`config.mk`:
```
export PLATFORM = sky130hd
export DESIGN_NAME = lea_round_sched_flat
export DESIGN_NICKNAME = d
export VERILOG_FILES = /design/src/rtl/lea_pkg.sv /design/src/rtl/lea_round_sched_if.sv /design/src/rtl/lea_rnd_cnt.sv /design/src/rtl/lea_round_sched.sv /design/src/flat_wrapper.sv
export SDC_FILE = /design/constraint.sdc
export NUM_CORES = 1
export LEC_CHECK = 0
export BUFFER_PORTS_ARGS = -buffer_cell sky130_fd_sc_hd__buf_2
export CORE_AREA = 2 2 57 59
export DETAILED_ROUTE_END_ITERATION = 10
export DIE_AREA = 0 0 59 61
export HOLD_SLACK_MARGIN = 0.03
export PLACE_DENSITY = 0.77
export SYNTH_ARGS = -nofsm -noshare
export SYNTH_HDL_FRONTEND = slang
export SYNTH_HIERARCHICAL = 1
export SYNTH_SLANG_ARGS = --single-unit
```
`constraint.sdc`:
```
create_clock -name clk -period 7.5 [get_ports clk]
set_clock_uncertainty 0.15 [all_clocks]
set_input_delay 2.25 -clock clk [delete_from_list [all_inputs] [get_ports clk]]
set_output_delay 2.25 -clock clk [all_outputs]
set_load 0.02 [all_outputs]
```
`src/rtl/lea_pkg.sv`:
```
// Shared definitions for the LEA-128 round scheduler.
//   LEA_ROUNDS : default round count (round-key RAM depth)
//   LEA_CNT_W  : default round index / address width
//   state_e    : scheduler FSM states
//   ENC / DEC  : values of the decrypt mode bit
package lea_pkg;

   localparam int LEA_ROUNDS = 24;
   localparam int LEA_CNT_W  = 5;

   typedef enum logic [2:0] {
      IDLE   = 3'd0,
      KEYGEN = 3'd1,
      LOAD   = 3'd2,
      ROUND  = 3'd3,
      OUT    = 3'd4
   } state_e;

   localparam logic ENC = 1'b0;
   localparam logic DEC = 1'b1;

endpackage

```
`src/rtl/lea_round_sched_if.sv`:
```
// Bus between the LEA control unit / datapath and the round scheduler.
//   master : control side, drives start/decrypt/key_new, observes the rest
//   slave  : the scheduler, drives status and datapath strobes
interface lea_round_sched_if
   import lea_pkg::*;
#(
   parameter int CNT_W = LEA_CNT_W
);

   logic             start;
   logic             decrypt;
   logic             key_new;
   logic             busy;
   logic             done;
   logic             rk_ready;
   logic             ks_load;
   logic             ks_en;
   logic             rk_we;
   logic [CNT_W-1:0] rk_addr;
   logic             rnd_load;
   logic             rnd_en;
   logic             rnd_dec;
   logic [CNT_W-1:0] rnd_idx;
   logic             out_we;

   modport master (
      output start, decrypt, key_new,
      input  busy, done, rk_ready, ks_load, ks_en, rk_we, rk_addr,
             rnd_load, rnd_en, rnd_dec, rnd_idx, out_we
   );

   modport slave (
      input  start, decrypt, key_new,
      output busy, done, rk_ready, ks_load, ks_en, rk_we, rk_addr,
             rnd_load, rnd_en, rnd_dec, rnd_idx, out_we
   );

endinterface

```
`src/rtl/lea_rnd_cnt.sv`:
```
// Loadable up/down round counter with saturating terminal flag.
//   clk, rst     : clock, synchronous active-high reset (count -> 0)
//   clr_i        : force count to 0
//   load_i       : load load_val_i (lower priority than clr_i)
//   en_i, up_i   : step by one in the chosen direction
//   cnt_o        : registered count
//   tc_o         : count is at ROUNDS-1 (up) or 0 (down); stepping holds there
module lea_rnd_cnt #(
   parameter int CNT_W  = 5,
   parameter int ROUNDS = 24
) (
   input  logic             clk,
   input  logic             rst,
   input  logic             clr_i,
   input  logic             load_i,
   input  logic [CNT_W-1:0] load_val_i,
   input  logic             en_i,
   input  logic             up_i,
   output logic [CNT_W-1:0] cnt_o,
   output logic             tc_o
);

   localparam logic [CNT_W-1:0] LAST = CNT_W'(ROUNDS - 1);

   logic [CNT_W-1:0] cnt_q, cnt_d;

   always_comb begin
      tc_o  = up_i ? (cnt_q == LAST) : (cnt_q == '0);
      cnt_d = cnt_q;
      if (clr_i)
         cnt_d = '0;
      else if (load_i)
         cnt_d = load_val_i;
      else if (en_i && !tc_o)
         cnt_d = up_i ? cnt_q + CNT_W'(1) : cnt_q - CNT_W'(1);
   end

   always_ff @(posedge clk) begin
      if (rst) cnt_q <= '0;
      else     cnt_q <= cnt_d;
   end

   assign cnt_o = cnt_q;

endmodule

```
`src/rtl/lea_round_sched.sv`:
```
// LEA-128 round scheduler: rebuilds the round-key RAM when the key changes,
// then sequences LOAD / ROUND x ROUNDS / OUT for one request at a time.
//   clk, rst : clock, synchronous active-high reset
//   bus      : slave side of lea_round_sched_if (request in, strobes out)
//
//   state  | meaning
//   IDLE   | waiting for start; key_new clears rk_ready
//   KEYGEN | cycle 0 ks_load, then ROUNDS cycles writing round keys
//   LOAD   | load cipher state, first round key being read
//   ROUND  | one round per cycle, next key prefetched on rk_addr
//   OUT    | capture result, pulse done
module lea_round_sched
   import lea_pkg::*;
#(
   parameter int ROUNDS = LEA_ROUNDS,
   parameter int CNT_W  = LEA_CNT_W
) (
   input  logic              clk,
   input  logic              rst,
   lea_round_sched_if.slave  bus
);

   localparam logic [CNT_W-1:0] LAST = CNT_W'(ROUNDS - 1);

   state_e state_q, state_d;
   logic   busy_q, busy_d;
   logic   done_q, done_d;
   logic   rk_ready_q, rk_ready_d;
   logic   stale_q, stale_d;
   logic   ks_load_q, ks_load_d;
   logic   ks_en_q, ks_en_d;
   logic   rk_we_q, rk_we_d;
   logic   rnd_load_q, rnd_load_d;
   logic   rnd_en_q, rnd_en_d;
   logic   rnd_dec_q, rnd_dec_d;
   logic   out_we_q, out_we_d;

   logic             addr_clr, addr_load, addr_en, addr_up, addr_tc;
   logic [CNT_W-1:0] addr_val, addr_cnt;
   logic             idx_clr, idx_load, idx_en, idx_tc;
   logic [CNT_W-1:0] idx_val, idx_cnt;

   // Key writes always ascend; reads follow the latched mode.
   assign addr_up = (state_q == KEYGEN) || (rnd_dec_q == ENC);

   lea_rnd_cnt #(.CNT_W(CNT_W), .ROUNDS(ROUNDS)) u_addr (
      .clk        (clk),
      .rst        (rst),
      .clr_i      (addr_clr),
      .load_i     (addr_load),
      .load_val_i (addr_val),
      .en_i       (addr_en),
      .up_i       (addr_up),
      .cnt_o      (addr_cnt),
      .tc_o       (addr_tc)
   );

   // Counts the applied round index directly (up for enc, down for dec).
   lea_rnd_cnt #(.CNT_W(CNT_W), .ROUNDS(ROUNDS)) u_idx (
      .clk        (clk),
      .rst        (rst),
      .clr_i      (idx_clr),
      .load_i     (idx_load),
      .load_val_i (idx_val),
      .en_i       (idx_en),
      .up_i       (rnd_dec_q == ENC),
      .cnt_o      (idx_cnt),
      .tc_o       (idx_tc)
   );

   always_comb begin
      state_d    = state_q;
      done_d     = 1'b0;
      ks_load_d  = 1'b0;
      ks_en_d    = 1'b0;
      rk_we_d    = 1'b0;
      rnd_load_d = 1'b0;
      rnd_en_d   = 1'b0;
      out_we_d   = 1'b0;
      rk_ready_d = rk_ready_q;
      stale_d    = stale_q;
      rnd_dec_d  = rnd_dec_q;
      addr_clr   = 1'b0;
      addr_load  = 1'b0;
      addr_val   = '0;
      addr_en    = 1'b0;
      idx_clr    = 1'b0;
      idx_load   = 1'b0;
      idx_val    = '0;
      idx_en     = 1'b0;

      unique case (state_q)
         IDLE: begin
            if (bus.start) rnd_dec_d = bus.decrypt;
            if (bus.key_new) rk_ready_d = 1'b0;
            // key_new in the same cycle as start invalidates the schedule
            if (bus.start && (bus.key_new || !rk_ready_q)) begin
               state_d   = KEYGEN;
               ks_load_d = 1'b1;
               addr_clr  = 1'b1;
            end else if (bus.start) begin
               state_d    = LOAD;
               rnd_load_d = 1'b1;
               addr_load  = 1'b1;
               addr_val   = (bus.decrypt == DEC) ? LAST : '0;
            end
         end
         KEYGEN: begin
            if (bus.key_new) begin
               ks_load_d = 1'b1;
               addr_clr  = 1'b1;
            end else if (ks_load_q) begin
               // first write cycle keeps rk_addr at 0
               ks_en_d = 1'b1;
               rk_we_d = 1'b1;
            end else if (addr_tc) begin
               state_d    = LOAD;
               rk_ready_d = 1'b1;
               rnd_load_d = 1'b1;
               addr_load  = 1'b1;
               addr_val   = (rnd_dec_q == DEC) ? LAST : '0;
            end else begin
               ks_en_d = 1'b1;
               rk_we_d = 1'b1;
               addr_en = 1'b1;
            end
         end
         LOAD: begin
            if (bus.key_new) stale_d = 1'b1;
            state_d  = ROUND;
            rnd_en_d = 1'b1;
            idx_load = 1'b1;
            idx_val  = (rnd_dec_q == DEC) ? LAST : '0;
            addr_en  = 1'b1;
         end
         ROUND: begin
            if (bus.key_new) stale_d = 1'b1;
            if (idx_tc) begin
               state_d  = OUT;
               out_we_d = 1'b1;
               done_d   = 1'b1;
               idx_clr  = 1'b1;
               addr_clr = 1'b1;
            end else begin
               rnd_en_d = 1'b1;
               idx_en   = 1'b1;
               addr_en  = 1'b1;  // saturates on the last step
            end
         end
         OUT: begin
            state_d = IDLE;
            if (stale_q || bus.key_new) rk_ready_d = 1'b0;
            stale_d = 1'b0;
         end
         default: state_d = IDLE;
      endcase

      busy_d = (state_d != IDLE);
   end

   always_ff @(posedge clk) begin
      if (rst) begin
         state_q    <= IDLE;
         busy_q     <= 1'b0;
         done_q     <= 1'b0;
         rk_ready_q <= 1'b0;
         stale_q    <= 1'b0;
         ks_load_q  <= 1'b0;
         ks_en_q    <= 1'b0;
         rk_we_q    <= 1'b0;
         rnd_load_q <= 1'b0;
         rnd_en_q   <= 1'b0;
         rnd_dec_q  <= 1'b0;
         out_we_q   <= 1'b0;
      end else begin
         state_q    <= state_d;
         busy_q     <= busy_d;
         done_q     <= done_d;
         rk_ready_q <= rk_ready_d;
         stale_q    <= stale_d;
         ks_load_q  <= ks_load_d;
         ks_en_q    <= ks_en_d;
         rk_we_q    <= rk_we_d;
         rnd_load_q <= rnd_load_d;
         rnd_en_q   <= rnd_en_d;
         rnd_dec_q  <= rnd_dec_d;
         out_we_q   <= out_we_d;
      end
   end

   assign bus.busy     = busy_q;
   assign bus.done     = done_q;
   assign bus.rk_ready = rk_ready_q;
   assign bus.ks_load  = ks_load_q;
   assign bus.ks_en    = ks_en_q;
   assign bus.rk_we    = rk_we_q;
   assign bus.rk_addr  = addr_cnt;
   assign bus.rnd_load = rnd_load_q;
   assign bus.rnd_en   = rnd_en_q;
   assign bus.rnd_dec  = rnd_dec_q;
   assign bus.rnd_idx  = idx_cnt;
   assign bus.out_we   = out_we_q;

endmodule

```
`src/flat_wrapper.sv`:
```
// flat-port wrapper written by rule: the top's interface ports become plain ports
module lea_round_sched_flat import lea_pkg::*;
#(
   parameter int ROUNDS = LEA_ROUNDS,
   parameter int CNT_W  = LEA_CNT_W
)
  (clk, rst, bus_start, bus_decrypt, bus_key_new, bus_busy, bus_done, bus_rk_ready, bus_ks_load, bus_ks_en, bus_rk_we, bus_rk_addr, bus_rnd_load, bus_rnd_en, bus_rnd_dec, bus_rnd_idx, bus_out_we);
  lea_round_sched_if #(.CNT_W(CNT_W)) bus_i ();
  input  logic clk;
  input  logic rst;
  input wire logic [$bits(bus_i.start)-1:0] bus_start;
  input wire logic [$bits(bus_i.decrypt)-1:0] bus_decrypt;
  input wire logic [$bits(bus_i.key_new)-1:0] bus_key_new;
  output wire logic [$bits(bus_i.busy)-1:0] bus_busy;
  output wire logic [$bits(bus_i.done)-1:0] bus_done;
  output wire logic [$bits(bus_i.rk_ready)-1:0] bus_rk_ready;
  output wire logic [$bits(bus_i.ks_load)-1:0] bus_ks_load;
  output wire logic [$bits(bus_i.ks_en)-1:0] bus_ks_en;
  output wire logic [$bits(bus_i.rk_we)-1:0] bus_rk_we;
  output wire logic [$bits(bus_i.rk_addr)-1:0] bus_rk_addr;
  output wire logic [$bits(bus_i.rnd_load)-1:0] bus_rnd_load;
  output wire logic [$bits(bus_i.rnd_en)-1:0] bus_rnd_en;
  output wire logic [$bits(bus_i.rnd_dec)-1:0] bus_rnd_dec;
  output wire logic [$bits(bus_i.rnd_idx)-1:0] bus_rnd_idx;
  output wire logic [$bits(bus_i.out_we)-1:0] bus_out_we;
  assign bus_i.start = bus_start;
  assign bus_i.decrypt = bus_decrypt;
  assign bus_i.key_new = bus_key_new;
  assign bus_busy = bus_i.busy;
  assign bus_done = bus_i.done;
  assign bus_rk_ready = bus_i.rk_ready;
  assign bus_ks_load = bus_i.ks_load;
  assign bus_ks_en = bus_i.ks_en;
  assign bus_rk_we = bus_i.rk_we;
  assign bus_rk_addr = bus_i.rk_addr;
  assign bus_rnd_load = bus_i.rnd_load;
  assign bus_rnd_en = bus_i.rnd_en;
  assign bus_rnd_dec = bus_i.rnd_dec;
  assign bus_rnd_idx = bus_i.rnd_idx;
  assign bus_out_we = bus_i.out_we;
  lea_round_sched #(.ROUNDS(ROUNDS), .CNT_W(CNT_W)) u_core (.clk(clk), .rst(rst), .bus(bus_i));
endmodule
```
==> summary.md <==
| Metric | Value |
|---|---|
| Syn Inst Count | `169` |
| Pin count of the biggest net entering global routing | `17` |
| Register area | `440 um^2` |
| Initial Util | `approximately 48%` |
| Vias in the first global route | `roughly 1000` |
| Worst path required time | `about 7.6 ns` |
| Crit. End Element | `flop` |
| Post-synthesis cell type count | `42` |
| ANT nets after route | `0` |
| # H-tree levels | `1` |
| Worst Setup Start Kind | `input port` |
| Core area | `around 0.0030 mm^2` |
| R2R cell count | `8` |
| Die width | `59 um` |
| Die ar. | `0.00360 mm^2` |
| GR Util met1 | `roughly 25%` |
| # IOs | `25` |
| Vias per cell | `approximately 5.4` |
| # resized after CTS | `0` |
| Multi-input gate area | `882 um^2` |
| Grt ovf | `0` |
| Most frequent cells after synthesis | `dfxtp_1 (22), nor2_1 (19), a21oi_1 (15)` |
| Max frequency | `~0.26 GHz` |
| HPWL Detailed | `2.16 mm` |
| DRT iter0 DRCs | `75` |
| EDFF count, synth | `0` |
| Fillers | `302` |
| Final Cycle Share | `~52%` |
| Routing usage on met2 | `25.4%` |
| Final Hold Fails | `0` |
| Nets | `206` |
| Gp weighted congestion | `0.873` |
| Clk root buf | `clkbuf_4` |
| GR Layer Usage met3 | `under 10%` |
| Max clock buf depth | `2` |
| Hold path startpoint | `u_core/stale_q` |
| First-pass GRT wire length | `~4.6 mm` |
| Endpoints failing setup | `0` |
| WP buf/inv | `1` |
| Most frequent cell after synthesis | `dfxtp_1` |
| Synthesized cell area | `0.00141 mm^2` |
| HP Class | `reg -> reg` |
| Hold path depth | `2` |
| Critical path class | `in -> reg` |
| # port buffers | `24` |
| DR DRC count | `0` |
| Crit path DAT | `approximately 4 ns` |
| Peak VDD IR | `between 0.04 and 0.05 mV` |
| Cell at the slowest stage of the critical path | `o41ai_1` |
| Share of layout cells above drive strength 1 | `around 23%` |
| Slew Viols, Final | `0` |
| Worst-Margin Slew | `~0.7 ns` |
| Ant diodes | `0` |
| Num CTS Buffers | `3` |
| FF-to-FF setup slack | `around 4.2 ns` |
| Post-layout util | `53.4%` |
| Vias | `around 1200` |
| Max Cap Violations | `0` |
| Setup TNS | `0 ns` |
| CTS tree | `yes` |
| Post-synth ARST share | `0%` |
| Chip Height | `61 um` |
| RSZ-0062 raised after global routing | `no` |
| Critical R2R Capture | `u_core/u_addr/cnt_o[4]` |
| Routed WL per cell | `12.5 um` |
| Crit path time final | `just under 4 ns` |
| Initial antenna violation count | `0` |
| WHS | `between 0.3 and 0.4 ns` |
| Prevailing post-synth register cell | `dfxtp_1` |
| Synth top area share | `a little under a third` |
| Sequential share of the synthesized area | `31.2%` |
| Mean Syn Cell Area | `~8.4 um^2` |
| Drt pass-1 iters | `4` |
| Cell family with most CP delay | `compound AO/OA/AOI/OAI gates` |
| Gr usage total | `17.0%` |
| Worst-path clk slew | `0.12 ns` |
| Cell accounting for the most synthesized area | `dfxtp_1` |
| CP Max Fanout | `8` |
| Flops & latches, synth | `22` |
| Clk Latency, worst-skew pair | `0.30 ns` |
| Top cells by area, synth | `dfxtp_1 (31%), a21oi_1 (5.3%), ha_1 (5.3%)` |
| Status | `finished, final reports clean` |
| Crit-path cells | `buf_2 -> o41ai_1 -> o221ai_4 -> or3_2 -> a31oi_1` |
| Area Overhead vs Synth | `11.5%` |
| CTS Sinks | `22` |
| Pleak | `0.000645 uW` |
| Num rows | `20` |
| Slew headroom | `between 50% and 60%` |
| Critical path's largest stage delay | `~0.70 ns` |
| Post-CTS Setup Bufs | `0` |
| Hold endpoint | `u_core/stale_q` |
| Detailed Route WL | `2.82 mm` |
| Critical R2R Launch | `u_core/state_q[0]` |
| Pwr Density | `144 mW/mm^2` |
| Most used routing layer | `met2` |
| Synth Warn # | `6` |
| # hold bufs at CTS | `0` |
## layout by cell type (no fill, tap or decap), types with 2 or more instances in the layout
cell type	n
nor2b_1	5
nand4b_1	2
nor4b_2	2
o21ai_0	9
clkbuf_4	3
nor2_1	19
ha_1	6
buf_2	24
nor3_1	3
xnor2_1	6
xor2_1	2
o41ai_1	3
o21ai_1	4
o221ai_4	2
a31oi_1	4
or2_2	2
a21oi_1	15
or3_2	2
a21o_2	2
and2_1	2
nand2b_1	3
o22ai_1	2
conb_1	2
nand3_1	4
nand2_1	10
nor3b_1	3
or4_4	2
fa_1	2
inv_1	14
dfxtp_1	22
## worst max-delay path by stage
stage                           start                     end  slack (ns)  depth (start not counted)
after floorplan           bus_key_new  u_core/u_addr/cnt_o[4]        3.55                          4
final                     bus_key_new  u_core/u_addr/cnt_o[4]        3.59                          5
after global routing      bus_key_new  u_core/u_addr/cnt_o[4]        3.53                          5
after CTS                 bus_key_new  u_core/u_addr/cnt_o[4]        3.58                          5
after detailed placement  bus_key_new  u_core/u_addr/cnt_o[4]        3.24                          5
after global placement    bus_key_new  u_core/u_addr/cnt_o[4]        3.30                          5
## worst reg2reg max path, stage by stage, from the launching register on
cell      delay [ns]
dfxtp_1         0.60
or3b_4          0.47
nand2_1         0.17
or2_2           0.18
o22ai_1         0.15
o41ai_1         0.68
o221ai_4        0.27
or3_2           0.46
a31oi_1         0.17
## power by group
part	internal (uW)	switching, uW	leakage, uW
sequential	120	4.03	0.000178
clock	29.6	35.6	0.0000210
combinational	15.3	22.8	0.000445
## layout make-up
class / instances / area share [%]
clock buffers: 4 / 2.30
repair buffers: 24 / 7.62
well taps: 33 / 2.62
flip-flops and latches: 22 / 27.9
multi-input cells: 127 / 56.0
inverters: 15 / 3.57
## metrics by stage
| stage | instances | worst slack (ns) | instance area [um^2] | total power [uW] |
|---|---|---|---|---|
| 6_report | 225 | 3.59 | 1580 | 227 |
| 5_1_grt | 225 | 3.53 | 1580 | 240 |
| 4_1_cts | 225 | 3.58 | 1580 | 230 |
| 3_5_place_dp | 221 | 3.24 | 1540 | 164 |
| 3_3_place_gp | 221 | 3.30 | 1540 | 164 |
| 2_1_floorplan | 170 | 3.55 | 1420 | 155 |
## state kept, by name, indices dropped and copies added (netlist names)
name                 count
u_core/bus.busy          1
u_core/bus.ks_load       1
u_core/bus.out_we        1
u_core/bus.rk_ready      1
u_core/bus.rk_we         1
u_core/bus.rnd_dec       1
u_core/bus.rnd_en        1
u_core/bus.rnd_load      1
u_core/stale_q           1
u_core/state_q           3
u_core/u_addr/cnt_o      5
u_core/u_idx/cnt_o       5
## cell families (layout without fill, tap and decap cells)
family / Yosys count / after routing / synth area share (%)
AND/OR/NAND/NOR: 60 / 60 / 23.9
AO/OA/AOI/OAI: 48 / 48 / 24.2
flip-flops: 22 / 22 / 31.2
XOR/XNOR: 8 / 8 / 4.96
adder cells (fa/ha/maj): 8 / 8 / 8.14
buffers and inverters: 21 / 43 / 6.72
multiplexers: 1 / 1 / 0.708
other: 1 / 2 / 0.265
## metal layers
layer | vias to the layer above | part of all wire [%]
met1 | 553 | 50
li1 | 637 | -
met4 | 0 | 0.96
met5 | - | 0
met3 | 2 | 3.1
met2 | 27 | 45
Power figures use the tool's default switching activity.
